<file path="config.mk">
export PLATFORM = sky130hd
export DESIGN_NAME = truth_table_tester
export DESIGN_NICKNAME = d
export VERILOG_FILES = /design/src/rtl/tt_pkg.sv /design/src/rtl/tt_expected.sv /design/src/rtl/truth_table_tester.sv
export SDC_FILE = /design/constraint.sdc
export NUM_CORES = 1
export LEC_CHECK = 0
export BUFFER_PORTS_ARGS = -buffer_cell sky130_fd_sc_hd__buf_2
export CAP_MARGIN = 0
export CORE_AREA = 2 2 50 52
export DETAILED_ROUTE_END_ITERATION = 6
export DIE_AREA = 0 0 52 54
export GPL_ROUTABILITY_DRIVEN = 0
export MAX_ROUTING_LAYER = met4
export PLACE_DENSITY = 0.71
export SLEW_MARGIN = 20
export SYNTH_ARGS = -nofsm -noshare
export SYNTH_HDL_FRONTEND = slang
export SYNTH_HIERARCHICAL = 1
export SYNTH_SLANG_ARGS = --single-unit
</file>
<file path="constraint.sdc">
create_clock -name clock -period 2.2 [get_ports clock]
set_input_delay 0.22 -clock clock [delete_from_list [all_inputs] [get_ports clock]]
set_output_delay 0.22 -clock clock [all_outputs]
set_load 0.01 [all_outputs]
</file>
<file path="src/rtl/tt_pkg.sv">
// Shared types and defaults for the truth-table sweep engine and its golden lookup.
package tt_pkg;

    typedef enum logic [1:0] {
        IDLE  = 2'd0,
        APPLY = 2'd1,
        CHECK = 2'd2,
        DONE  = 2'd3
    } tt_state_t;

    localparam int         TT_DEFAULT_N_IN  = 3;
    localparam logic [7:0] TT_DEFAULT_TABLE = 8'b00111001;

endpackage

</file>
<file path="src/rtl/tt_expected.sv">
// Golden model lookup: expected DUT output for vector i_idx is TRUTH_TABLE[i_idx].
module tt_expected
    import tt_pkg::*;
#(
    parameter int                      N_IN        = TT_DEFAULT_N_IN,
    parameter logic [(1<<N_IN)-1:0]    TRUTH_TABLE = TT_DEFAULT_TABLE
) (
    input  logic [N_IN-1:0] i_idx,
    output logic            o_expected
);

    assign o_expected = TRUTH_TABLE[i_idx];

endmodule

</file>
<file path="src/rtl/truth_table_tester.sv">
// Sweeps all input vectors onto x_out, samples z_in after SETTLE_CYCLES and counts mismatches.
// Optional macro TT_STOP_ON_FAIL_EN ends the sweep at the first mismatching vector.
module truth_table_tester
    import tt_pkg::*;
#(
    parameter int                   N_IN          = TT_DEFAULT_N_IN,
    parameter logic [(1<<N_IN)-1:0] TRUTH_TABLE   = TT_DEFAULT_TABLE,
    parameter int                   SETTLE_CYCLES = 1
) (
    input  logic            clock,
    input  logic            reset,
    input  logic            start,
    input  logic            z_in,
    output logic [N_IN-1:0] x_out,
    output logic            busy,
    output logic            done,
    output logic            pass,
    output logic [N_IN:0]   err_count,
    output logic            fail_valid,
    output logic [N_IN-1:0] first_fail_idx
);

`ifdef TT_STOP_ON_FAIL_EN
    localparam bit STOP_ON_FAIL = 1'b1;
`else
    localparam bit STOP_ON_FAIL = 1'b0;
`endif

    // SETTLE_CYCLES is limited to 1..15 so the settle counter fits in 4 bits.
    localparam logic [3:0] SETTLE_LAST = 4'(SETTLE_CYCLES - 1);

    tt_state_t       r_state;
    tt_state_t       w_next;
    logic [N_IN-1:0] r_idx;
    logic [3:0]      r_settle;
    logic [N_IN:0]   r_err;
    logic            r_fail_valid;
    logic [N_IN-1:0] r_first_fail;
    logic            r_pass;

    logic            w_expected;
    logic            w_mismatch;
    logic            w_last_vec;
    logic [N_IN:0]   w_err_next;

    tt_expected #(
        .N_IN        (N_IN),
        .TRUTH_TABLE (TRUTH_TABLE)
    ) u_expected (
        .i_idx      (r_idx),
        .o_expected (w_expected)
    );

    // Case inequality so an unknown z_in is scored as a failure.
    assign w_mismatch = (z_in !== w_expected);
    assign w_last_vec = (r_idx == '1);
    assign w_err_next = r_err + {{N_IN{1'b0}}, w_mismatch};

    always_ff @(posedge clock or posedge reset) begin
        if (reset) begin
            r_state <= IDLE;
        end else begin
            r_state <= w_next;
        end
    end

    always_comb begin
        w_next = r_state;
        x_out  = '0;
        busy   = 1'b0;
        done   = 1'b0;
        case (r_state)
            IDLE: begin
                if (start) begin
                    w_next = APPLY;
                end
            end
            APPLY: begin
                busy  = 1'b1;
                x_out = r_idx;
                if (r_settle == SETTLE_LAST) begin
                    w_next = CHECK;
                end
            end
            CHECK: begin
                busy  = 1'b1;
                x_out = r_idx;
                if ((STOP_ON_FAIL && w_mismatch) || w_last_vec) begin
                    w_next = DONE;
                end else begin
                    w_next = APPLY;
                end
            end
            DONE: begin
                done   = 1'b1;
                w_next = IDLE;
            end
            default: begin
                w_next = IDLE;
            end
        endcase
    end

    always_ff @(posedge clock or posedge reset) begin
        if (reset) begin
            r_idx        <= '0;
            r_settle     <= '0;
            r_err        <= '0;
            r_fail_valid <= 1'b0;
            r_first_fail <= '0;
            r_pass       <= 1'b0;
        end else begin
            case (r_state)
                IDLE: begin
                    r_settle <= '0;
                    if (start) begin
                        r_idx        <= '0;
                        r_err        <= '0;
                        r_fail_valid <= 1'b0;
                        r_first_fail <= '0;
                        r_pass       <= 1'b0;
                    end
                end
                APPLY: begin
                    r_settle <= (r_settle == SETTLE_LAST) ? 4'd0 : r_settle + 4'd1;
                end
                CHECK: begin
                    r_err <= w_err_next;
                    if (w_mismatch && !r_fail_valid) begin
                        r_fail_valid <= 1'b1;
                        r_first_fail <= r_idx;
                    end
                    // pass must already reflect this final check while done is high.
                    if (w_next == DONE) begin
                        r_pass <= (w_err_next == '0);
                    end else begin
                        r_idx <= r_idx + 1'b1;
                    end
                end
                default: begin
                end
            endcase
        end
    end

    assign pass           = r_pass;
    assign err_count      = r_err;
    assign fail_valid     = r_fail_valid;
    assign first_fail_idx = r_first_fail;

endmodule

</file>
### Word-level counts from Yosys, hierarchy flattened

Memory sizes are Yosys's and may differ from the RTL's.
Index checks and enable logic that the tools add are counted.

| cells by class | value |
|---|---|
| add/sub/neg operators | 3 |
| multiply operators | 0 |
| order comparisons | 1 |
| equal/unequal tests | 10 |
| multiplexer cells | 22 |
| shift-type cells | 0 |
| reduce and logical (&&, ||, !) cells | 12 |
| bitwise operators | 0 |
| divide/modulo/power cells | 0 |

Operators by type and width:

| kind | number |
|---|---|
| $pmux 4 s2 | 2 |
| $mux 3 | 4 |
| $pmux 3 s2 | 2 |
| $reduce_and 3->1 | 3 |
| $logic_not 4->1 | 2 |
| $mux 4 | 2 |
| $ne 2x2->1 const B | 4 |
| $pmux 2 s4 | 1 |
| $eq 2x2->1 const B | 3 |
| $mux 1 | 6 |
| $mux 2 | 3 |
| $add 4x1->4 | 1 |
| $add 4x1->4 const B | 1 |
| $lt 3x4->1 const B | 1 |
| $pmux 1 s2 | 2 |
| $reduce_bool 2->1 | 2 |
| $add 3x1->3 const B | 1 |
| $eq 3x3->1 const B | 1 |
| $eq 2x1->1 const B | 1 |
| $logic_not 2->1 | 1 |
| $reduce_and 2->1 | 1 |
| $reduce_or 2->1 | 1 |
| $logic_and 1x1->1 | 1 |
| $logic_not 1->1 | 1 |
| $nex 1x1->1 | 1 |

| word-level totals | value |
|---|---|
| flip-flop bits (word level) | 18 |
| ROM bits | 8 |
| bits in writable memories | 0 |
| bits in latches | 0 |
| word-level logic and storage cells | 56 |
| memories kept | 1 |
| output and inout bits | 14 |

Memories:

| name | depth | bits a word | read ports | clocked after memory_dff | write ports | line | RTL |
|---|---|---|---|---|---|---|---|
| (name not given) | 8 | 1 | 1 | 0 | 0 | tt_expected.sv:12 | `assign o_expected = TRUTH_TABLE[i_idx];` |

### Longest topological paths before layout

Gate-level depths: netlist of run 1.

| logic depth | value |
|---|---|
| depth in word-level cells | 7 |
| mapped depth | 10 |

### Modules after synthesis

Netlist of run 1, hierarchy kept.

Modules (own cells, without submodules):

| module | cells an instance | area each (µm²) | times used |
|---|---|---|---|
| truth_table_tester | 98 | 1034.7 | 1 |
| tt_expected | 2 | 22.5 | 1 |

### Least setup slack after synthesis of run 1

OpenSTA, ideal clock, no wires.

| timing path | value |
|---|---|
| kind | register -> register |
| from | register r_idx[0] |
| to | register r_pass, in the netlist pass |
| path buffers | 0 |
| required time | 2.114 ns |
| clock period less this slack | 2.117 ns |
| setup time | 0.086 ns |
| arrival | 2.031 ns |
| stages on the path, launching flop included | 11 |
| path slack | 0.083 ns |
| cell sequence | dfrtp_1 -> nor2b_4 -> xnor2_1 -> xnor2_1 -> inv_1 -> ha_1 -> ha_1 -> nor3_1 -> a31oi_1 -> o311a_2 -> nor3_1 |

| on the way | value |
|---|---|
| word-level cells in the longest chain between the ends | 7 |

RTL lines:

| element | line | RTL |
|---|---|---|
| start, declared | truth_table_tester.sv:34 | `logic [N_IN-1:0] r_idx;` |
| start signal, assigned | truth_table_tester.sv:137 | `r_idx <= r_idx + 1'b1;` |
| $mem_v2 8x1 | - |  |
| $mux 1 (implied by the code) | tt_expected.sv:12 |  |
| via w_expected | truth_table_tester.sv:41 | `logic w_expected;` |
| $nex 1x1->1 | truth_table_tester.sv:55 | `assign w_mismatch = (z_in !== w_expected);` |
| $add 4x1->4 | truth_table_tester.sv:57 | `assign w_err_next = r_err + {{N_IN{1'b0}}, w_mismatch};` |
| $logic_not 4->1 | truth_table_tester.sv:135 | `r_pass <= (w_err_next == '0);` |
| $mux 1 | truth_table_tester.sv:134 | `if (w_next == DONE) begin` |
| $pmux 1 s2 | truth_table_tester.sv:113 | `case (r_state)` |
| end signal, assigned | truth_table_tester.sv:135 |  |
| end, declared | truth_table_tester.sv:39 | `logic r_pass;` |

The timed path passes the listed nets, and every way through them passes these cells. The select of a mux whose other input is x is not followed.
A chain may end at the register's enable or synchronous reset.

### Worst setup path in the final report of run 1

Ends and elaborated chain as after synthesis.

==> flow_metrics.py, run 1 <==
metrics = {
    "status": {
        "status": "finished, final reports clean",
    },
    "clock_tree": {
        "clockBufferDepth": 2,
        "clock_latency_ps": 280,
        "clkSinkCount": 18,
        "cts_htree_levels": 1,
        "cts_buffers": 3,
        "cts.clk_slew.worst_paths_ps": 100,
        "holdBufCountCts": 0,
        "cts_tree": "yes",
        "root_buffer": "clkbuf_4",
    },
    "finish": {
        "drive_above_1_share_pct": 33.33,
        "fin_cells": 156,
        "final_cell_area_um2": 1279,
        "nNetsFinal": 141,
        "num_antenna_cells": 0,
        "syn2layout_area_growth_pct": 20.95,
    },
    "route": {
        "post_drt_wl_per_cell_um": 12.96,
        "drt-total-wl_um": 2021,
        "ant_nets": 0,
        "drt_iter0_drc": 12,
        "wl_met1_um": 925,
        "viasPerCell": 5.141,
        "first_pass_iters": 4,
        "vias": 802,
        "dr_wl_met2_um": 1022,
        "drc": 0,
        "met3_length_um": 44,
        "top_layer_used": "met4",
    },
    "global_routing": {
        "overflow": 0,
        "grt_usage_pct": 16.22,
        "grt_pass1_vias": 749,
        "grt_pass1_wl_um": 3256,
        "grt_max_degree": 19,
        "antenna_found_initial": 0,
    },
    "synth": {
        "synth_fp_nets": 114,
        "synth_most_common_cell": "dfrtp_1",
        "seq_area_frac_synth_pct": 42.60,
        "yosys_register_bits": 18,
        "ys_types": 34,
        "synthArstFlopShare_pct": 100.0,
        "avgSynthCellArea_um2": 10.57,
        "ys_warn_count": 6,
        "yosys.area.top_type": "dfrtp_1",
        "synth.cell_area_um2": 1057,
        "synth_area_leaders": "dfrtp_1, ha_1, a22o_1, xnor2_1, o21ai_0",
        "ys.flop_type": "dfrtp_1",
        "synth_cells": 100,
        "yosys-top-cells-count": "dfrtp_1, ha_1, a22o_1",
        "yosysTopAreaCellShare_pct": 42.60,
        "synth_edf_count": 0,
    },
    "placed_design": {
        "dp_hpwl_um": 1520,
        "portBuffers": 17,
        "dp.cells": 151,
        "post_dp_cell_area_um2": 1215,
    },
    "timing": {
        "skew_ps": 1.347,
        "slew_headroom_pct": 54.81,
        "max_freq_mhz": 483.0,
        "layout_min_cycle_time_ps": 2071,
        "hold_violations": 0,
        "tightest_slew_ps": 677.1,
        "fin_crit_sh_pct": 94.11,
        "finalSetupViolCount": 0,
        "slew_viol_final": 0,
    },
    "die": {
        "num_rows": 18,
        "initial_utilization_pct": 45.58,
        "core-area_um2": 2320,
        "io_pins": 18,
        "fp.dieW_um": 52,
        "dieArea_um2": 2808,
        "die_h_um": 54,
    },
    "power": {
        "finalPower_mw": 1.565,
        "ir_worst_vdd_mv": 0.6325,
        "leakage_nw": 0.6600,
        "power_density_nw_per_um2": 1224,
    },
    "setup_path": {
        "cp-start-kind": "flip-flop",
        "crit_top_cell": "nor3_2",
        "critical-path-top-delay-family": "compound AO/OA/AOI/OAI gates",
        "crit_chain": "nor2b_4 > xnor2_2 > xnor2_1 > inv_1 > ha_2 > ha_1 > nor3_2 > a31oi_1 > o311a_2 > nor3_2",
        "end_kind": "flip-flop",
        "path_class": "reg -> reg",
        "path_max_fanout": 3,
        "path_buf_inv": 1,
        "cp.arrival_ps": 2290,
        "cpPeakStageDelay_ps": 390,
        "cp.required_ps": 2420,
        "slowest_stage": "dfrtp_1",
    },
    "job": {
        "cap_viol_max_count": 0,
    },
    "hold_path": {
        "hold_path.class": "in -> async",
    },
}
path summary, 6_finish.rpt:
| path | start | endpoint | slack (ps) | depth (start not counted) |
|---|---|---|---|---|
| worst min-delay path | reset | r_settle[2]$_DFFE_PP0P_ | 20 | 2 |
| worst max register to register | r_idx[0]$_DFFE_PP0P_ | pass$_DFFE_PP0P_ | 130 | 10 |
| max in group asynchronous | reset | err_count[0]$_DFFE_PP0P_ | 1760 | 2 |
| min in group clock | start | r_state[1]$_DFF_PP0_ | 330 | 3 |
| worst max-delay path | r_idx[0]$_DFFE_PP0P_ | pass$_DFFE_PP0P_ | 130 | 10 |
| worst min register to register | first_fail_idx[0]$_DFFE_PP0P_ | first_fail_idx[0]$_DFFE_PP0P_ | 520 | 1 |
cell families after synthesis:
logic type / after synthesis / share of synthesized area [%]
and+or+nand+nor: 29 / 16.10
AOI/OAI and AO/OA: 26 / 19.29
DFF: 18 / 42.60
buffers and inverters: 10 / 3.787
adders and majority gates: 10 / 11.83
xor gates and xnor gates: 4 / 3.313
muxes: 3 / 3.077
layout by cell type (no fill, tap or decap), types with 2 or more instances in the layout:
master	count
dfrtp_1	18
buf_2	17
a22o_1	9
ha_1	9
inv_1	8
nand2_1	8
buf_4	7
o21ai_0	6
and2_1	4
nor2_1	3
xnor2_1	3
clkbuf_4	3
mux2_2	2
nor3_2	2
a21oi_1	2
nand3_1	2
registers in the layout (all words and copies together) (netlist names):
register,count
pass,1
err_count,4
r_state,2
r_idx,3
first_fail_idx,3
r_settle,4
fail_valid,1
per-stage QoR:
step,TNS (ps),utilization (%),hold WS (ps),worst slack (ps)
CTS,0,54.15,33.04,9.925
global route,-0.2987,55.12,67.26,-0.2987
finish,0,55.12,16.33,129.5
floorplan,0,-,158.6,82.88
detailed placement,0,52.37,352.8,11.55
global placement,0,52.37,365.2,105.9
per-layer routing:
| layer | GRT usage (%) | up-vias |
|---|---|---|
| met5 | - | - |
| met4 | 6.140 | 0 |
| met3 | 1.667 | 2 |
| met2 | 25.53 | 7 |
| met1 | 21.68 | 388 |
| li1 | - | 405 |
cell type report:
type                    instances  area (um2)
multi-input cells              72       586.8
fillers                       199        1041
flip-flops and latches         18       450.4
well taps                      30       37.54
clock buffers                   4       36.28
inverters                       8       30.03
repair buffers                 24       137.6
timing repair:
| action | 4_1_cts | 5_1_grt |
|---|---|---|
| pin swaps | 1 | 2 |
| setup endpoints to repair | 1 | 1 |
| gates resized for setup | 1 | 3 |
| hold endpoints to repair | 0 | 0 |
| buffers inserted | 0 | 1 |
power by group:
| group | switching (mW) | total [mW] | internal, mW |
|---|---|---|---|
| clock | 0.0974 | 0.198 | 0.101 |
| sequential | 0.0790 | 0.494 | 0.415 |
| combinational | 0.456 | 0.873 | 0.417 |
worst register-to-register path: stages, from the launching register on:
cell	delay, ps
dfrtp_1	390
nor2b_4	130
xnor2_2	130
xnor2_1	210
inv_1	70
ha_2	190
ha_1	200
nor3_2	110
a31oi_1	60
o311a_2	350
nor3_2	160
Power figures use the tool's default switching activity.
==> inputs of run 2 (changes only) <==
--- a/config.mk
+++ b/config.mk
@@ -5,9 +5,11 @@
 export SDC_FILE = /design/constraint.sdc
 export NUM_CORES = 1
 export LEC_CHECK = 0
+export ABC_AREA = 1
 export BUFFER_PORTS_ARGS = -buffer_cell sky130_fd_sc_hd__buf_2
 export CAP_MARGIN = 0
 export CORE_AREA = 2 2 50 52
+export CTS_CLUSTER_SIZE = 10
 export DETAILED_ROUTE_END_ITERATION = 6
 export DIE_AREA = 0 0 52 54
 export GPL_ROUTABILITY_DRIVEN = 0
==> flow_metrics.py, run 2 <==
metrics = {
    "finish": {
        "fin_util_pct": 51.67,
        "final_cell_mix": "nand2_1, inv_1, dfrtp_1, buf_2",
        "seq_area_um2": 450.4,
        "drive_above_1_share_pct": 18.92,
        "fin_cells": 178,
        "multi_input_area_um2": 499.2,
        "nNetsFinal": 163,
        "syn2layout_area_growth_pct": 14.05,
        "n_fill_cell": 223,
        "layout_commonest_cell": "nand2_1",
        "num_antenna_cells": 0,
    },
    "synth": {
        "yosys.area.top_type": "dfrtp_1",
        "ys_warn_count": 6,
        "yosysTopAreaCellShare_pct": 42.86,
        "synth_edf_count": 0,
        "yosys-top-cells-count": "nand2_1, inv_1, dfrtp_1",
        "seq_area_frac_synth_pct": 42.86,
        "ys.flop_type": "dfrtp_1",
        "yosys_register_bits": 18,
        "synth_fp_nets": 141,
        "synth_most_common_cell": "nand2_1",
        "ys_types": 18,
        "synth_area_leaders": "dfrtp_1, nand2_1, ha_1, inv_1, nand3_1",
        "synthArstFlopShare_pct": 100.0,
        "synth.cell_area_um2": 1051,
        "avgSynthCellArea_um2": 8.276,
        "synth_cells": 127,
    },
    "power": {
        "leakage_nw": 0.6590,
        "power_density_nw_per_um2": 1023,
        "ir_worst_vdd_mv": 0.5512,
        "finalPower_mw": 1.226,
    },
    "die": {
        "core-area_um2": 2320,
        "num_rows": 18,
        "fp.dieW_um": 52,
        "die_h_um": 54,
        "io_pins": 18,
        "initial_utilization_pct": 45.31,
        "dieArea_um2": 2808,
    },
    "setup_path": {
        "path_class": "reg -> reg",
        "end_kind": "flip-flop",
        "r2r-start": "r_idx[2]$_DFFE_PP0P_",
        "regToRegSetupSlack_ps": 350,
        "cp.required_ps": 2440,
        "cp.arrival_ps": 2090,
        "crit_top_cell": "nand2_1",
        "critical-path-top-delay-family": "simple AND/OR/NAND/NOR gates",
        "r2r_cells": 13,
        "slowest_stage": "dfrtp_1",
        "path_buf_inv": 3,
        "rr_endpoint": "pass$_DFFE_PP0P_",
        "crit_chain": "inv_1 > nand2_1 > nand2_1 > nand2_1 > inv_1 > xor2_1 > ha_1 > ha_1 > inv_1 > nand3_1 > nor3_1 > nand3_1 > nand2_1",
        "cp-start-kind": "flip-flop",
        "cpPeakStageDelay_ps": 430,
        "path_max_fanout": 5,
        "crit_cells": 13,
    },
    "timing": {
        "fin_ws_ps": 349.4,
        "fin_crit_sh_pct": 84.12,
        "layout_min_cycle_time_ps": 1851,
        "max_freq_mhz": 540.4,
        "tightest_slew_ps": 666.9,
        "tns_ps": 0,
        "skew_ps": 2.345,
        "slew_viol_final": 0,
        "hold_violations": 0,
        "slew_headroom_pct": 55.49,
        "finalSetupViolCount": 0,
        "rsz0062_at_grt": "false",
    },
    "clock_tree": {
        "clkSinkCount": 18,
        "holdBufCountCts": 0,
        "cts_buffers": 3,
        "post_cts_resize_count": 0,
        "cts.clk_slew.worst_paths_ps": 100,
        "clockBufferDepth": 2,
        "cts_tree": "yes",
        "root_buffer": "clkbuf_4",
        "post_cts_buffers": 0,
        "clock_latency_ps": 290,
        "cts_htree_levels": 1,
    },
    "route": {
        "vias": 832,
        "viasPerCell": 4.674,
        "ant_nets": 0,
        "drt-total-wl_um": 1750,
        "post_drt_wl_per_cell_um": 9.831,
        "drc": 0,
        "first_pass_iters": 3,
        "drt_iter0_drc": 8,
    },
    "hold_path": {
        "hold_path.class": "in -> async",
    },
    "global_routing": {
        "grt_usage_pct": 15.27,
        "antenna_found_initial": 0,
        "grt_pass1_vias": 725,
        "overflow": 0,
        "grt_max_degree": 19,
        "grt_pass1_wl_um": 3029,
    },
    "placed_design": {
        "dp_hpwl_um": 1368,
        "portBuffers": 17,
        "pre_cts_slack_ps": 363.6,
        "dp.cells": 174,
    },
    "status": {
        "status": "finished, final reports clean",
    },
    "job": {
        "cap_viol_max_count": 0,
    },
}
==> run 2: power breakdown <==
part | total, mW | switching, mW | leakage [nW] | internal [mW]
sequential | 0.438 | 0.0508 | 0.248 | 0.387
combinational | 0.583 | 0.376 | 0.391 | 0.207
clock | 0.205 | 0.104 | 0.0210 | 0.101
==> run 2: through the flow <==
step,area [um2],hold slack [ps]
3_5_place_dp,1162,360.1
2_1_floorplan,1051,158.6
4_1_cts,1199,19.78
6_report,1199,1.446
3_3_place_gp,1162,348.4
5_1_grt,1199,59.61
==> run 2: kinds of logic (layout without fill, tap and decap cells) <==
| group | count (synthesis) | count (layout) | synth area share, % |
|---|---|---|---|
| XOR/XNOR | 5 | 5 | 4.166 |
| AO/OA/AOI/OAI | 16 | 16 | 10.00 |
| flip-flops | 18 | 18 | 42.86 |
| buffers and inverters | 23 | 44 | 9.643 |
| AND/OR/NAND/NOR | 55 | 55 | 21.43 |
| adder cells (fa/ha/maj) | 10 | 10 | 11.90 |
==> run 2: layout make-up <==
cell class | count | share of cell area, %
repair buffers | 18 | 7.724
flip-flops and latches | 18 | 37.58
multi-input cells | 86 | 41.65
well taps | 30 | 3.132
inverters | 22 | 6.889
clock buffers | 4 | 3.027
==> run 2: per-layer routing <==
metal / vias to the layer above / track usage, % / share of wire [%]
met4: 0 / 8.772 / 2.1
li1: 437 / - / -
met3: 5 / 3.333 / 3.7
met1: 376 / 19.30 / 49
met5: - / - / 0
met2: 14 / 22.57 / 46
==> run 2: worst register-to-register path: stages (launching register included) <==
cell     delay [ps]
dfrtp_1         430
inv_1            90
nand2_1          50
nand2_1          60
nand2_1          40
inv_1            50
xor2_1          180
ha_1            200
ha_1            230
inv_1            70
nand3_1          70
nor3_1          170
nand3_1          90
nand2_1          60
==> run 2: worst max path at each step <==
stage / end / slack (ps) / start
floorplan: pass$_DFFE_PP0P_ / 480 / r_idx[2]$_DFFE_PP0P_
global route: pass$_DFFE_PP0P_ / 190 / r_idx[2]$_DFFE_PP0P_
detailed placement: pass$_DFFE_PP0P_ / 360 / r_idx[2]$_DFFE_PP0P_
CTS: pass$_DFFE_PP0P_ / 350 / r_idx[2]$_DFFE_PP0P_
global placement: pass$_DFFE_PP0P_ / 410 / r_idx[2]$_DFFE_PP0P_
finish: pass$_DFFE_PP0P_ / 350 / r_idx[2]$_DFFE_PP0P_
